[config.mk]
export PLATFORM = sky130hd
export DESIGN_NAME = ddr_cmd_issuer_flat
export DESIGN_NICKNAME = d
export VERILOG_FILES = /design/src/rtl/ddr_cmd_issuer_if.sv /design/src/rtl/ddr_cmd_issuer.sv /design/src/flat_wrapper.sv
export SDC_FILE = /design/constraint.sdc
export NUM_CORES = 1
export LEC_CHECK = 0
export ABC_CLOCK_PERIOD_IN_PS = 23100
export BUFFER_PORTS_ARGS = -buffer_cell sky130_fd_sc_hd__buf_2
export CAP_MARGIN = 20
export CORE_UTILIZATION = 50
export DETAILED_ROUTE_END_ITERATION = 10
export PLACE_DENSITY = 0.64
export SLEW_MARGIN = 40
export SYNTH_ARGS = -nofsm -noshare
export SYNTH_HDL_FRONTEND = slang
export SYNTH_SLANG_ARGS = --single-unit
[constraint.sdc]
create_clock -name clk -period 23.1 [get_ports clk]
set_input_delay 3.465 -clock clk [delete_from_list [all_inputs] [get_ports clk]]
set_output_delay 3.465 -clock clk [all_outputs]
set_load 0.005 [all_outputs]
[src/rtl/ddr_cmd_issuer_if.sv]
// Request handshake and DDR4 command pins shared by ddr_cmd_issuer and its requester.
// The master modport is the requester side; the slave modport is the issuer side.
interface ddr_cmd_issuer_if #(
    parameter int ADDRWIDTH  = 17,
    parameter int BGWIDTH    = 2,
    parameter int BAWIDTH    = 2,
    parameter int CADDRWIDTH = 10
);
    logic                  req_valid;
    logic                  req_ready;
    logic                  req_we;
    logic [BGWIDTH-1:0]    req_bg;
    logic [BAWIDTH-1:0]    req_ba;
    logic [ADDRWIDTH-1:0]  req_row;
    logic [CADDRWIDTH-1:0] req_col;
    logic                  cmd_done;
    logic                  cke;
    logic                  cs_n;
    logic                  act_n;
    logic [ADDRWIDTH-1:0]  A;
    logic [BAWIDTH-1:0]    ba;
    logic [BGWIDTH-1:0]    bg;

    modport master (
        output req_valid, req_we, req_bg, req_ba, req_row, req_col,
        input  req_ready, cmd_done, cke, cs_n, act_n, A, ba, bg
    );

    modport slave (
        input  req_valid, req_we, req_bg, req_ba, req_row, req_col,
        output req_ready, cmd_done, cke, cs_n, act_n, A, ba, bg
    );
endinterface

[src/rtl/ddr_cmd_issuer.sv]
// Single-request DDR4 command issuer: tracks open rows per bank, issues PRE/ACT/RD/WR
// with tRP/tRCD spacing and interleaves periodic all-bank refresh between requests.
module ddr_cmd_issuer #(
    parameter int ADDRWIDTH     = 17,
    parameter int BANKGROUPS    = 4,
    parameter int BANKSPERGROUP = 4,
    parameter int COLS          = 1024,
    parameter int TRCD          = 4,
    parameter int TRP           = 4,
    parameter int TREFI         = 64,
    parameter int TRFC          = 8,
    parameter int BGWIDTH       = $clog2(BANKGROUPS),
    parameter int BAWIDTH       = $clog2(BANKSPERGROUP),
    parameter int CADDRWIDTH    = $clog2(COLS)
) (
    input logic             clk,
    input logic             rst,
    ddr_cmd_issuer_if.slave bus
);
    localparam int NBANKS  = BANKGROUPS * BANKSPERGROUP;
    localparam int BIDXW   = BGWIDTH + BAWIDTH;
    localparam int MAXWAIT = (TRCD > TRP) ? ((TRCD > TRFC) ? TRCD : TRFC)
                                          : ((TRP > TRFC) ? TRP : TRFC);
    localparam int WAITW   = $clog2(MAXWAIT + 1);
    localparam int REFW    = (TREFI > 1) ? $clog2(TREFI) : 1;

    localparam int A_RAS = 16;
    localparam int A_CAS = 15;
    localparam int A_WE  = 14;
    localparam int A_AP  = 10;

    localparam logic [3:0] ST_IDLE       = 4'd0;
    localparam logic [3:0] ST_PRE        = 4'd1;
    localparam logic [3:0] ST_PRE_WAIT   = 4'd2;
    localparam logic [3:0] ST_ACT        = 4'd3;
    localparam logic [3:0] ST_ACT_WAIT   = 4'd4;
    localparam logic [3:0] ST_RW         = 4'd5;
    localparam logic [3:0] ST_REFPA      = 4'd6;
    localparam logic [3:0] ST_REFPA_WAIT = 4'd7;
    localparam logic [3:0] ST_REF        = 4'd8;
    localparam logic [3:0] ST_REF_WAIT   = 4'd9;

    logic [3:0]            state_q, state_d;
    logic [WAITW-1:0]      waitCnt_q, waitCnt_d;
    logic [REFW-1:0]       refCnt_q;
    logic                  refPending_q;
    logic                  cke_q;

    logic                  reqWe_q, reqWe_d;
    logic [BGWIDTH-1:0]    reqBg_q, reqBg_d;
    logic [BAWIDTH-1:0]    reqBa_q, reqBa_d;
    logic [ADDRWIDTH-1:0]  reqRow_q, reqRow_d;
    logic [CADDRWIDTH-1:0] reqCol_q, reqCol_d;

    logic [NBANKS-1:0]     openValid_q;
    logic [ADDRWIDTH-1:0]  openRow_q [NBANKS];

    logic                  csN_q, csN_d;
    logic                  actN_q, actN_d;
    logic [ADDRWIDTH-1:0]  a_q, a_d;
    logic [BAWIDTH-1:0]    ba_q, ba_d;
    logic [BGWIDTH-1:0]    bg_q, bg_d;
    logic                  cmdDone_q, cmdDone_d;

    logic [BIDXW-1:0]      inIdx;
    logic [BIDXW-1:0]      curIdx;
    logic                  reqReady;
    logic                  accept;
    logic                  refWrap;

    assign inIdx    = {bus.req_bg, bus.req_ba};
    assign curIdx   = {reqBg_d, reqBa_d};
    assign reqReady = (state_q == ST_IDLE) && !refPending_q && cke_q;
    assign accept   = reqReady && bus.req_valid;
    assign refWrap  = (refCnt_q == REFW'(TREFI - 1));

    always_comb begin
        state_d   = state_q;
        waitCnt_d = waitCnt_q;
        reqWe_d   = reqWe_q;
        reqBg_d   = reqBg_q;
        reqBa_d   = reqBa_q;
        reqRow_d  = reqRow_q;
        reqCol_d  = reqCol_q;
        case (state_q)
            ST_IDLE: begin
                if (cke_q && refPending_q) begin
                    if (|openValid_q) begin
                        state_d   = ST_REFPA;
                        waitCnt_d = WAITW'(TRP - 1);
                    end else begin
                        state_d   = ST_REF;
                        waitCnt_d = WAITW'(TRFC - 1);
                    end
                end else if (accept) begin
                    reqWe_d  = bus.req_we;
                    reqBg_d  = bus.req_bg;
                    reqBa_d  = bus.req_ba;
                    reqRow_d = bus.req_row;
                    reqCol_d = bus.req_col;
                    if (openValid_q[inIdx] && (openRow_q[inIdx] == bus.req_row)) begin
                        state_d = ST_RW;
                    end else if (openValid_q[inIdx]) begin
                        state_d   = ST_PRE;
                        waitCnt_d = WAITW'(TRP - 1);
                    end else begin
                        state_d   = ST_ACT;
                        waitCnt_d = WAITW'(TRCD - 1);
                    end
                end
            end
            // Each command state counts the remaining gap; zero means the next command follows.
            ST_PRE, ST_PRE_WAIT: begin
                if (waitCnt_q == '0) begin
                    state_d   = ST_ACT;
                    waitCnt_d = WAITW'(TRCD - 1);
                end else begin
                    state_d   = ST_PRE_WAIT;
                    waitCnt_d = waitCnt_q - WAITW'(1);
                end
            end
            ST_ACT, ST_ACT_WAIT: begin
                if (waitCnt_q == '0) begin
                    state_d = ST_RW;
                end else begin
                    state_d   = ST_ACT_WAIT;
                    waitCnt_d = waitCnt_q - WAITW'(1);
                end
            end
            ST_RW: begin
                state_d = ST_IDLE;
            end
            ST_REFPA, ST_REFPA_WAIT: begin
                if (waitCnt_q == '0) begin
                    state_d   = ST_REF;
                    waitCnt_d = WAITW'(TRFC - 1);
                end else begin
                    state_d   = ST_REFPA_WAIT;
                    waitCnt_d = waitCnt_q - WAITW'(1);
                end
            end
            ST_REF, ST_REF_WAIT: begin
                if (waitCnt_q == '0) begin
                    state_d = ST_IDLE;
                end else begin
                    state_d   = ST_REF_WAIT;
                    waitCnt_d = waitCnt_q - WAITW'(1);
                end
            end
            default: begin
                state_d = ST_IDLE;
            end
        endcase
    end

    // Pins are decoded from the next state so each command is registered on entry to its state.
    always_comb begin
        csN_d     = 1'b1;
        actN_d    = 1'b1;
        a_d       = '0;
        ba_d      = '0;
        bg_d      = '0;
        cmdDone_d = (state_d == ST_RW);
        case (state_d)
            ST_ACT: begin
                csN_d  = 1'b0;
                actN_d = 1'b0;
                a_d    = reqRow_d;
                ba_d   = reqBa_d;
                bg_d   = reqBg_d;
            end
            ST_RW: begin
                csN_d                 = 1'b0;
                a_d[A_RAS]            = 1'b1;
                a_d[A_WE]             = ~reqWe_d;
                a_d[CADDRWIDTH-1:0]   = reqCol_d;
                ba_d                  = reqBa_d;
                bg_d                  = reqBg_d;
            end
            ST_PRE: begin
                csN_d      = 1'b0;
                a_d[A_CAS] = 1'b1;
                ba_d       = reqBa_d;
                bg_d       = reqBg_d;
            end
            ST_REFPA: begin
                csN_d      = 1'b0;
                a_d[A_CAS] = 1'b1;
                a_d[A_AP]  = 1'b1;
            end
            ST_REF: begin
                csN_d     = 1'b0;
                a_d[A_WE] = 1'b1;
            end
            default: begin
            end
        endcase
    end

    always_ff @(posedge clk or posedge rst) begin
        if (rst) begin
            state_q      <= ST_IDLE;
            waitCnt_q    <= '0;
            refCnt_q     <= '0;
            refPending_q <= 1'b0;
            cke_q        <= 1'b0;
            reqWe_q      <= 1'b0;
            reqBg_q      <= '0;
            reqBa_q      <= '0;
            reqRow_q     <= '0;
            reqCol_q     <= '0;
            openValid_q  <= '0;
            for (int i = 0; i < NBANKS; i++) begin
                openRow_q[i] <= '0;
            end
            csN_q        <= 1'b1;
            actN_q       <= 1'b1;
            a_q          <= '0;
            ba_q         <= '0;
            bg_q         <= '0;
            cmdDone_q    <= 1'b0;
        end else begin
            state_q      <= state_d;
            waitCnt_q    <= waitCnt_d;
            refCnt_q     <= refWrap ? '0 : refCnt_q + REFW'(1);
            refPending_q <= refWrap | (refPending_q & (state_d != ST_REF));
            cke_q        <= 1'b1;
            reqWe_q      <= reqWe_d;
            reqBg_q      <= reqBg_d;
            reqBa_q      <= reqBa_d;
            reqRow_q     <= reqRow_d;
            reqCol_q     <= reqCol_d;
            if (state_d == ST_REFPA) begin
                openValid_q <= '0;
            end else if (state_d == ST_PRE) begin
                openValid_q[curIdx] <= 1'b0;
            end else if (state_d == ST_ACT) begin
                openValid_q[curIdx] <= 1'b1;
                openRow_q[curIdx]   <= reqRow_d;
            end
            csN_q        <= csN_d;
            actN_q       <= actN_d;
            a_q          <= a_d;
            ba_q         <= ba_d;
            bg_q         <= bg_d;
            cmdDone_q    <= cmdDone_d;
        end
    end

    assign bus.req_ready = reqReady;
    assign bus.cmd_done  = cmdDone_q;
    assign bus.cke       = cke_q;
    assign bus.cs_n      = csN_q;
    assign bus.act_n     = actN_q;
    assign bus.A         = a_q;
    assign bus.ba        = ba_q;
    assign bus.bg        = bg_q;
endmodule
[src/flat_wrapper.sv]
// flat-port wrapper written by rule: the top's interface ports become plain ports
module ddr_cmd_issuer_flat 
#(
    parameter int ADDRWIDTH     = 17,
    parameter int BANKGROUPS    = 4,
    parameter int BANKSPERGROUP = 4,
    parameter int COLS          = 1024,
    parameter int TRCD          = 4,
    parameter int TRP           = 4,
    parameter int TREFI         = 64,
    parameter int TRFC          = 8,
    parameter int BGWIDTH       = $clog2(BANKGROUPS),
    parameter int BAWIDTH       = $clog2(BANKSPERGROUP),
    parameter int CADDRWIDTH    = $clog2(COLS)
)
  (clk, rst, bus_req_valid, bus_req_we, bus_req_bg, bus_req_ba, bus_req_row, bus_req_col, bus_req_ready, bus_cmd_done, bus_cke, bus_cs_n, bus_act_n, bus_A, bus_ba, bus_bg);
  ddr_cmd_issuer_if #(.ADDRWIDTH(ADDRWIDTH), .BGWIDTH(BGWIDTH), .BAWIDTH(BAWIDTH), .CADDRWIDTH(CADDRWIDTH)) bus_i ();
  input logic clk;
  input logic rst;
  input wire logic [$bits(bus_i.req_valid)-1:0] bus_req_valid;
  input wire logic [$bits(bus_i.req_we)-1:0] bus_req_we;
  input wire logic [$bits(bus_i.req_bg)-1:0] bus_req_bg;
  input wire logic [$bits(bus_i.req_ba)-1:0] bus_req_ba;
  input wire logic [$bits(bus_i.req_row)-1:0] bus_req_row;
  input wire logic [$bits(bus_i.req_col)-1:0] bus_req_col;
  output wire logic [$bits(bus_i.req_ready)-1:0] bus_req_ready;
  output wire logic [$bits(bus_i.cmd_done)-1:0] bus_cmd_done;
  output wire logic [$bits(bus_i.cke)-1:0] bus_cke;
  output wire logic [$bits(bus_i.cs_n)-1:0] bus_cs_n;
  output wire logic [$bits(bus_i.act_n)-1:0] bus_act_n;
  output wire logic [$bits(bus_i.A)-1:0] bus_A;
  output wire logic [$bits(bus_i.ba)-1:0] bus_ba;
  output wire logic [$bits(bus_i.bg)-1:0] bus_bg;
  assign bus_i.req_valid = bus_req_valid;
  assign bus_i.req_we = bus_req_we;
  assign bus_i.req_bg = bus_req_bg;
  assign bus_i.req_ba = bus_req_ba;
  assign bus_i.req_row = bus_req_row;
  assign bus_i.req_col = bus_req_col;
  assign bus_req_ready = bus_i.req_ready;
  assign bus_cmd_done = bus_i.cmd_done;
  assign bus_cke = bus_i.cke;
  assign bus_cs_n = bus_i.cs_n;
  assign bus_act_n = bus_i.act_n;
  assign bus_A = bus_i.A;
  assign bus_ba = bus_i.ba;
  assign bus_bg = bus_i.bg;
  ddr_cmd_issuer #(.ADDRWIDTH(ADDRWIDTH), .BANKGROUPS(BANKGROUPS), .BANKSPERGROUP(BANKSPERGROUP), .COLS(COLS), .TRCD(TRCD), .TRP(TRP), .TREFI(TREFI), .TRFC(TRFC), .BGWIDTH(BGWIDTH), .BAWIDTH(BAWIDTH), .CADDRWIDTH(CADDRWIDTH)) u_core (.clk(clk), .rst(rst), .bus(bus_i));
endmodule
Word-level counts from Yosys, hierarchy flattened
Cells that the tools add are included.
{ "totals": {"mem_bits_rw": 0, "reg_bits": 360, "elab_cells": 150, "rom_bits": 0, "inputBits": 35, "latch_bits": 0, "n_memories": 0} }
{ "op_classes": {"n_eq_ne": 19, "div_mod_pow": 0, "n_shift": 0, "n_mul": 0, "muxes": 57, "bitwise": 10, "addsub": 2, "order_cmp": 6, "n_reduce_logical": 23} }
{ "op_table": {"columns": ["cell", "count"], "rows": [
  ["272-bit bitwise mux", 1],
  ["17-bit two-way mux", 6],
  ["17-bit binary-select mux with 4-bit select", 1],
  ["17-bit demux with 4-bit select", 1],
  ["16-bit two-way mux", 3],
  ["4-bit two-way mux", 12],
  ["10-bit two-way mux", 3],
  ["4-bit by 3-bit equality test with 1-bit output (second input constant)", 5],
  ["10-bit one-hot mux with 2 select lines", 1],
  ["4-bit one-hot mux with 5 select lines", 1],
  ["2-bit two-way mux", 9],
  ["17-bit equality test", 1],
  ["16-bit AND", 1],
  ["16-bit inverter", 1],
  ["16-bit OR", 1],
  ["4-bit one-hot mux with 4 select lines", 1],
  ["16-bit OR reduction", 1],
  ["4-bit by 2-bit equality test with 1-bit output (second input constant)", 3],
  ["4-bit equality test (second input constant)", 3],
  ["5-bit greater-or-equal comparator (second input constant)", 2],
  ["4-bit by 5-bit less-than comparator with 1-bit output (second input constant)", 2],
  ["4-bit inverter with 5-bit output", 2],
  ["2-bit OR reduction", 5],
  ["1-bit two-way mux", 9],
  ["other kinds (29)", 42]
]} }

Longest topological paths before layout
Gate-level depths: netlist of the first run.
{ "logic_depth": {"ltp_word": 15, "mapped_depth": 16, "depth_no_buf": 11} }

Worst setup path after synthesis of the first run
Ideal clock, no wire load.
{ "synth_timing": {"path_kind": "input-to-reg", "from": "input bus_req_ba[1]", "to": "register u_core.waitCnt_q[0]", "setup_time_ps": 125, "slack_ps": 16801, "t_required_ps": 22975, "path_buffers": 3, "cell_stages": 12, "arrival_time_ps": 6173, "cell_sequence": "buf_2 -> buf_4 -> buf_2 -> mux4_2 -> a22o_1 -> a221oi_1 -> xnor2_1 -> a2111o_1 -> nor4_4 -> a21oi_2 -> or2_4 -> mux2_4"} }
{ "synth_via": {"elab_chain_cells": 8} }
{ "synth_lines": {"columns": ["item", "line", "rtl"], "rows": [
  ["start, declared", "flat_wrapper.sv:23", "input wire logic [$bits(bus_i.req_ba)-1:0] bus_req_ba;"],
  ["4-bit inverter with 5-bit output (implied by the code)", "ddr_cmd_issuer.sv:101", "if (openValid_q[inIdx] && (openRow_q[inIdx] == bus.req_row)) begin"],
  ["17-bit binary-select mux with 4-bit select", "ddr_cmd_issuer.sv:101", null],
  ["17-bit two-way mux (implied by the code) (2 in a row)", "ddr_cmd_issuer.sv:101", null],
  ["17-bit equality test", "ddr_cmd_issuer.sv:101", null],
  ["1-bit logical AND (*)", "ddr_cmd_issuer.sv:101", null],
  ["3-bit != test (no source line) (*)", null, null],
  ["4-bit AND reduction (no source line) (*)", null, null],
  ["end signal, assigned", "ddr_cmd_issuer.sv:224", "waitCnt_q <= waitCnt_d;"],
  ["end, declared", "ddr_cmd_issuer.sv:44", "logic [WAITW-1:0] waitCnt_q, waitCnt_d;"]
]} }
Every way passes the cells marked *; elsewhere a longest branch is shown, timed or not. The select of a mux whose other input is x is not followed.
A chain may end at the register's enable or synchronous reset.

Worst setup path after layout of the first run
{ "layout_timing": {"from": "input bus_req_ba[0]", "to": "register u_core.a_q[2], in the netlist u_core.bus.A[2]"} }
{ "layout_via": {"elab_chain_cells": 12} }
{ "layout_lines": {"columns": ["item", "line", "rtl"], "rows": [
  ["4-bit inverter with 5-bit output (implied by the code)", "ddr_cmd_issuer.sv:101", null],
  ["17-bit binary-select mux with 4-bit select", "ddr_cmd_issuer.sv:101", null],
  ["17-bit two-way mux (implied by the code) (2 in a row)", "ddr_cmd_issuer.sv:101", null],
  ["17-bit equality test", "ddr_cmd_issuer.sv:101", null],
  ["1-bit logical AND", "ddr_cmd_issuer.sv:101", null],
  ["4-bit two-way mux (*)", "ddr_cmd_issuer.sv:101", null],
  ["4-bit two-way mux (*)", "ddr_cmd_issuer.sv:95", "end else if (accept) begin"],
  ["4-bit two-way mux (*)", "ddr_cmd_issuer.sv:87", "if (cke_q && refPending_q) begin"],
  ["4-bit one-hot mux with 5 select lines (*)", "ddr_cmd_issuer.sv:85", "case (state_q)"],
  ["4-bit by 3-bit equality test with 1-bit output or 4-bit by 2-bit equality test with 1-bit output (tied branches)", "ddr_cmd_issuer.sv:164", "case (state_d)"],
  ["10-bit one-hot mux with 2 select lines (*)", "ddr_cmd_issuer.sv:164", null],
  ["named net u_core.a_d[2]", "ddr_cmd_issuer.sv:60", "logic [ADDRWIDTH-1:0] a_q, a_d;"],
  ["end signal, assigned", "ddr_cmd_issuer.sv:218", "a_q <= '0;"],
  ["end signal, assigned", "ddr_cmd_issuer.sv:243", "a_q <= a_d;"],
  ["end, declared", "ddr_cmd_issuer.sv:60", null]
]} }
The timed path passes the listed nets; every way through them passes the cells marked *. The select of a mux whose other input is x is not followed.

==> impl_metrics.tcl, run 1 <==
set metrics [dict create \
    outcome "finished, final reports clean" \
    reg2reg_from "u_core.state_q[1]$_DFF_PP0_" \
    power.total_mw 2.34 \
    yosysTopAreaCell "dfrtp_1" \
    grt_pass1_vias 11800 \
    max-slew-margin-rel 0.425 \
    diodes 0 \
    finClkSkew_ps 27.6 \
    grt_start_max_net_pins 93 \
    max_freq_mhz 132 \
    yosys-top-cells-count "dfrtp_1, nand2_1, o21ai_0, nor2_1, a21oi_1" \
    regArea_um2 9010 \
    wire_per_inst_um 21.5 \
    fin_area_um2 18300 \
    syn-cell-area_um2 16200 \
    syn_avg_cell_area_um2 10.6 \
    synth_cell_type_count 70 \
    yosysWarnings 0 \
    cts_max_level 2 \
    gp_congestion 0.879 \
    p_per_area_nw_per_um2 128 \
    async_flop_share 1.00 \
    synth_most_common_cell "dfrtp_1" \
    post-route-min-period_ps 7570 \
    fin_nets 1591 \
    hold_buffers 0 \
    drt_iter0_drc 1058 \
    peakVddDrop_mv 0.0645 \
    tns_ps 0 \
    die_h_um 182 \
    clock_latency_ps 540 \
    whs_path_depth 2 \
    grt.overflow.total 0 \
    io_buffers 60 \
    numClockSinks 360 \
    cap_violations 0 \
    cts_setup_buffers 0 \
    place_area_um2 17000 \
    final_cells 1984 \
    clkTransAtPathRegs_ps 60 \
    hold_slack_ps 475 \
    grt_pass1_wl_mm 68.0 \
    vias 11700 \
    firstDrtPassIters 7 \
    rr_worst_depth 10 \
    fillerInstances 2726 \
    synth_top_flop_cell "dfrtp_1" \
    arrival_ps 8010 \
    postSynthCellCount 1535 \
    endpoint_kind "flop" \
    cts_tree "done" \
    fin_util 0.576 \
    min_to "u_core.openRow_q[248]$_DFFE_PP0P_" \
    synth_edf_count 0 \
    multi_input_area_um2 6640 \
    antenna_found_initial 1 \
    initial_utilization 0.512 \
    period_share 0.328 \
    holdCritPathClass "flop to flop" \
    crit_fanout 43 \
    synthToLayoutAreaGrowth_pct 12.6 \
    rsz0062_at_grt "false" \
    ys_seq_area_frac 0.555 \
    netlist.area_leader.share 0.552 \
    setup_violations 0 \
    numCtsBuffers 39 \
    timing.rr.end "u_core.openRow_q[192]$_DFFE_PP0P_" \
    hold_viol 0 \
    setup_ws_ps 15530 \
    leakagePower_nw 8.43 \
    wirelength_mm 42.6 \
    hpwlAfterDp_mm 26.8 \
    worst_pin_slew_ps 859 \
    synth_area_leaders "dfrtp_1, mux4_2, o21ai_0" \
    coreArea_um2 31700 \
    cts_resized 0 \
    root_buffer "clkbuf_16" \
    die_w_um 182 \
    boundaryPins 61 \
    drc 0 \
    r2r_setup_slack_ps 18730 \
    placed_cells 1915 \
    final_antenna_net_count 0 \
    via_per_inst 5.91 \
    drive_gt1_frac 0.161 \
    worstHoldStart "u_core.openRow_q[248]$_DFFE_PP0P_" \
    final-max-slew-violation-count 0 \
    dpl_worst_slack_ps 15030 \
    ctsLongestPathBuffers 3 \
    path_class "input port to flop" \
    required_ps 23540 \
    grtUsageTotal 0.268 \
    num_rows 65 \
    die_area_um2 33200 \
    syn_nets 1572 \
    critPathLaunchType "input port" \
    ys_seq_elements 360 \
]
metal layers:
metal | vias to the layer above | GRT usage | wire, um
met3 | 82 | 0.0405 | 2410
met1 | 5872 | 0.381 | 19500
li1 | 5413 | - | -
met5 | - | 0 | 13
met4 | 2 | 0.0739 | 979
met2 | 363 | 0.430 | 19700
placed cells by master, fill, tap and decap left out, types with 30 or more instances in the layout:
| master | synthesis | routed |
|---|---|---|
| dfrtp_1 | 358 | 358 |
| nand2_1 | 219 | 219 |
| o21ai_0 | 177 | 177 |
| nor2_1 | 174 | 167 |
| a21oi_1 | 132 | 132 |
| buf_2 | 12 | 59 |
| mux2i_1 | 63 | 55 |
| mux4_2 | 47 | 47 |
| clkbuf_16 | 0 | 40 |
| inv_1 | 34 | 33 |
| buf_4 | 6 | 30 |
worst max path at each step:
stage	from	end	slack [ps]	cells after the start
finish	bus_req_ba[0]	u_core.bus.A[2]$_DFF_PP0_	15530	13
floorplan	rst	u_core.bus.A[0]$_DFF_PP0_	9650	1
detailed placement	bus_req_ba[0]	u_core.bus.A[5]$_DFF_PP0_	15030	13
global placement	bus_req_ba[0]	u_core.bus.A[1]$_DFF_PP0_	14890	13
CTS	bus_req_ba[0]	u_core.bus.A[2]$_DFF_PP0_	15570	13
global route	bus_req_ba[0]	u_core.bus.A[2]$_DFF_PP0_	15230	13
kinds of logic (layout without fill, tap and decap cells):
logic type	Yosys count	after routing	synth area share
compound gates	402	402	0.145
fa+ha+maj	2	2	0.00154
other cells	1	1	0.000231
xor+xnor	28	28	0.0151
simple gates	466	466	0.120
mux	124	124	0.119
flops	360	360	0.555
buf+inv	152	199	0.0437
report_power, final:
group,internal (mW),switching [mW],total (mW)
clock network,0.386,0.250,0.636
logic,0.280,0.427,0.708
registers,0.870,0.129,1.00
critical path, stage by stage:
cell       delay (ps)
buf_4             240
buf_4             690
buf_4             720
mux4_2            600
a22o_1            240
a221oi_1          290
xnor2_1           120
a2111o_1          340
nor4_4            370
a31o_2            240
nand2_1            90
inv_1             350
o2bb2ai_1         160
flip-flops by register name (all words and copies together), names as in the netlist:
signal	cells
u_core.openRow_q	272
u_core.bus.A	17
u_core.reqRow_q	17
u_core.openValid_q	16
u_core.reqCol_q	10
u_core.refCnt_q	6
u_core.state_q	4
u_core.waitCnt_q	4
u_core.bus.ba	2
u_core.bus.bg	2
u_core.reqBa_q	2
u_core.reqBg_q	2
u_core.bus.act_n	1
u_core.bus.cke	1
u_core.bus.cmd_done	1
u_core.bus.cs_n	1
u_core.refPending_q	1
u_core.reqWe_q	1
final cells by class:
cell class | count | area share
Inverter | 34 | 0.00740
Timing Repair Buffer | 96 | 0.0368
Clock inverter | 12 | 0.00959
Tap cell | 402 | 0.0275
Multi-Input combinational cell | 1023 | 0.363
Sequential cell | 360 | 0.493
Clock buffer | 57 | 0.0621
Note: power is estimated with default switching activity, not from simulation.
==> run 2: changes to the inputs <==
- ABC_CLOCK_PERIOD_IN_PS: 23100 -> 7000
- clock period: 23.1 -> 7 ns (I/O delays scaled with it)
==> run 2 against run 1 <==
Against the previous run:
- clock-buffer cell count shrank 1
- clock skew shrank 12 ps
- setup slack lost 13000 ps
- sequential power grew to 3.3 times the previous value
- cell area is the same
- global-route usage grew 0.10 points
- combinational power grew to 3.3 times the previous value
- die area is the same
- first-iteration DRC count shrank 14%
- largest cell class unchanged
==> impl_metrics.tcl, run 2 (synthesis gave the netlist of run 1 again) <==
set metrics [dict create \
    hpwlAfterDp_mm 27.5 \
    endpoint_kind "flop" \
    io_buffers 60 \
    setup_violations 0 \
    rsz0062_at_grt "false" \
    antenna_found_initial 0 \
    outcome "finished, final reports clean" \
    holdCritPathClass "flop to flop" \
    setup_ws_ps 2400 \
    numClockSinks 360 \
    vias 11800 \
    cts_tree "done" \
    drive_gt1_frac 0.165 \
    worst_pin_slew_ps 846 \
    finClkSkew_ps 15.4 \
    die_area_um2 33200 \
    max_freq_mhz 217 \
    max-slew-margin-rel 0.435 \
    die_w_um 182 \
    coreArea_um2 31700 \
    leakagePower_nw 8.42 \
    internal_power_mw 5.06 \
    cts_max_level 2 \
    arrival_ps 4980 \
    synthToLayoutAreaGrowth_pct 12.6 \
    crit_fanout 26 \
    top_register "u_core.openRow_q" \
    post-route-min-period_ps 4600 \
    grtUsageTotal 0.269 \
    diodes 0 \
    grt.overflow.total 0 \
    boundaryPins 61 \
    p_per_area_nw_per_um2 423 \
    path_common_cell "nor2_1" \
    clockPowerShare 0.269 \
    clock_latency_ps 530 \
    cap_violations 0 \
    peakVddDrop_mv 0.288 \
    largest_reg_flops 272 \
    final_common_cell "dfrtp_1" \
    grt_pass1_wl_mm 68.2 \
    final_cell_mix "dfrtp_1, nand2_1, o21ai_0" \
    cts_resized 0 \
    multi_input_area_um2 6650 \
    fillerInstances 2708 \
    critPathLaunchType "input port" \
    grt_pass1_vias 11700 \
    rr_worst_depth 10 \
    dpl_worst_slack_ps 1710 \
    power.total_mw 7.73 \
    crit_chain "buf_2, nor2_1, a22oi_1, a311oi_1, o21bai_1, nand4_1, nor2_1, nand3_1, buf_4, nand2_1, o21ai_0" \
    fin_nets 1597 \
    combPwrFrac 0.304 \
    hold_buffers 0 \
    numCtsBuffers 38 \
    required_ps 7380 \
    ctsLongestPathBuffers 3 \
    critPathMaxStageDelay_ps 600 \
    whs_path_depth 2 \
    period_share 0.657 \
    tns_ps 0 \
    initial_utilization 0.512 \
    root_buffer "clkbuf_16" \
    final-max-slew-violation-count 0 \
    timing.critical_path.slowest_stage_cell "buf_2" \
    hold_slack_ps 467 \
    final_antenna_net_count 0 \
    cts_setup_buffers 0 \
    clkTransAtPathRegs_ps 60 \
    die_h_um 182 \
    wire_per_inst_um 21.6 \
    p_switching_mw 2.68 \
    num_rows 65 \
    drt_iter0_drc 913 \
    via_per_inst 5.94 \
    grt_start_max_net_pins 104 \
    path_class "input port to flop" \
    drc 0 \
    switching_share 0.346 \
    firstDrtPassIters 6 \
    wirelength_mm 43.0 \
    hold_viol 0 \
    regArea_um2 9010 \
    gp_congestion 0.921 \
    seqPwrFrac 0.427 \
]
run 2: changes by cell type in the layout (fill, tap and decap cells not counted), moves of 2 or more:
cell | previous run | this run
clkinvlp_4 | 0 | 2
buf_16 | 4 | 2
clkinv_2 | 6 | 4
buf_4 | 30 | 38
nor2_4 | 2 | 5
nor2_2 | 5 | 3
run 2: stage by stage:
stage               instance area [um2]  std cells  utilization
floorplan                         16200       1535            -
global placement                  16800       1918        0.530
detailed placement                16900       1921        0.534
CTS                               18200       1988        0.575
global route                      18300       1989        0.576
finish                            18300       1989        0.576
run 2: power groups by stage:
stage	sequential, mW	combinational [mW]	clock, mW
4_1_cts	3.29	2.34	2.11
5_1_grt	3.39	2.62	2.19
2_1_floorplan	3.17	1.71	0
6_report	3.30	2.35	2.08
3_5_place_dp	3.32	2.33	0
3_3_place_gp	3.29	2.25	0
run 2: worst paths after layout:
kind / startpoint / end / slack (ps)
worst max-delay path: bus_req_bg[0] / u_core.openRow_q[15]$_DFFE_PP0P_ / 2400
max in group asynchronous: rst / u_core.openRow_q[179]$_DFFE_PP0P_ / 4710
worst min-delay path: u_core.reqRow_q[11]$_DFF_PP0_ / u_core.reqRow_q[11]$_DFF_PP0_ / 470
worst max register to register: u_core.state_q[1]$_DFF_PP0_ / u_core.openRow_q[15]$_DFFE_PP0P_ / 2510
min in group asynchronous: rst / u_core.reqCol_q[4]$_DFF_PP0_ / 630
worst min register to register: u_core.reqRow_q[11]$_DFF_PP0_ / u_core.reqRow_q[11]$_DFF_PP0_ / 470
run 2: final cells by class:
class,count,area share
tap,402,0.0275
timing repair buffer,103,0.0379
clock inverter,11,0.00904
multi-input combinational,1023,0.364
inverter,34,0.00719
sequential,360,0.493
clock buffer,56,0.0613
run 2: metal layers:
metal  GRT usage  up-vias  wire, um  part of all wire
met5           0        -         0                 0
met1       0.379     5939     18800              0.44
met3      0.0491       87      2950             0.069
met4      0.0938        0      1390             0.032
li1            -     5393         -                 -
met2       0.421      402     19900              0.46
run 2: worst max-delay path: cells and delay by family:
family                 cells  cell delay (ps)
AND/OR/NAND/NOR            5             2080
AO/OA/AOI/OAI              4              770
buffers and inverters      2             1060
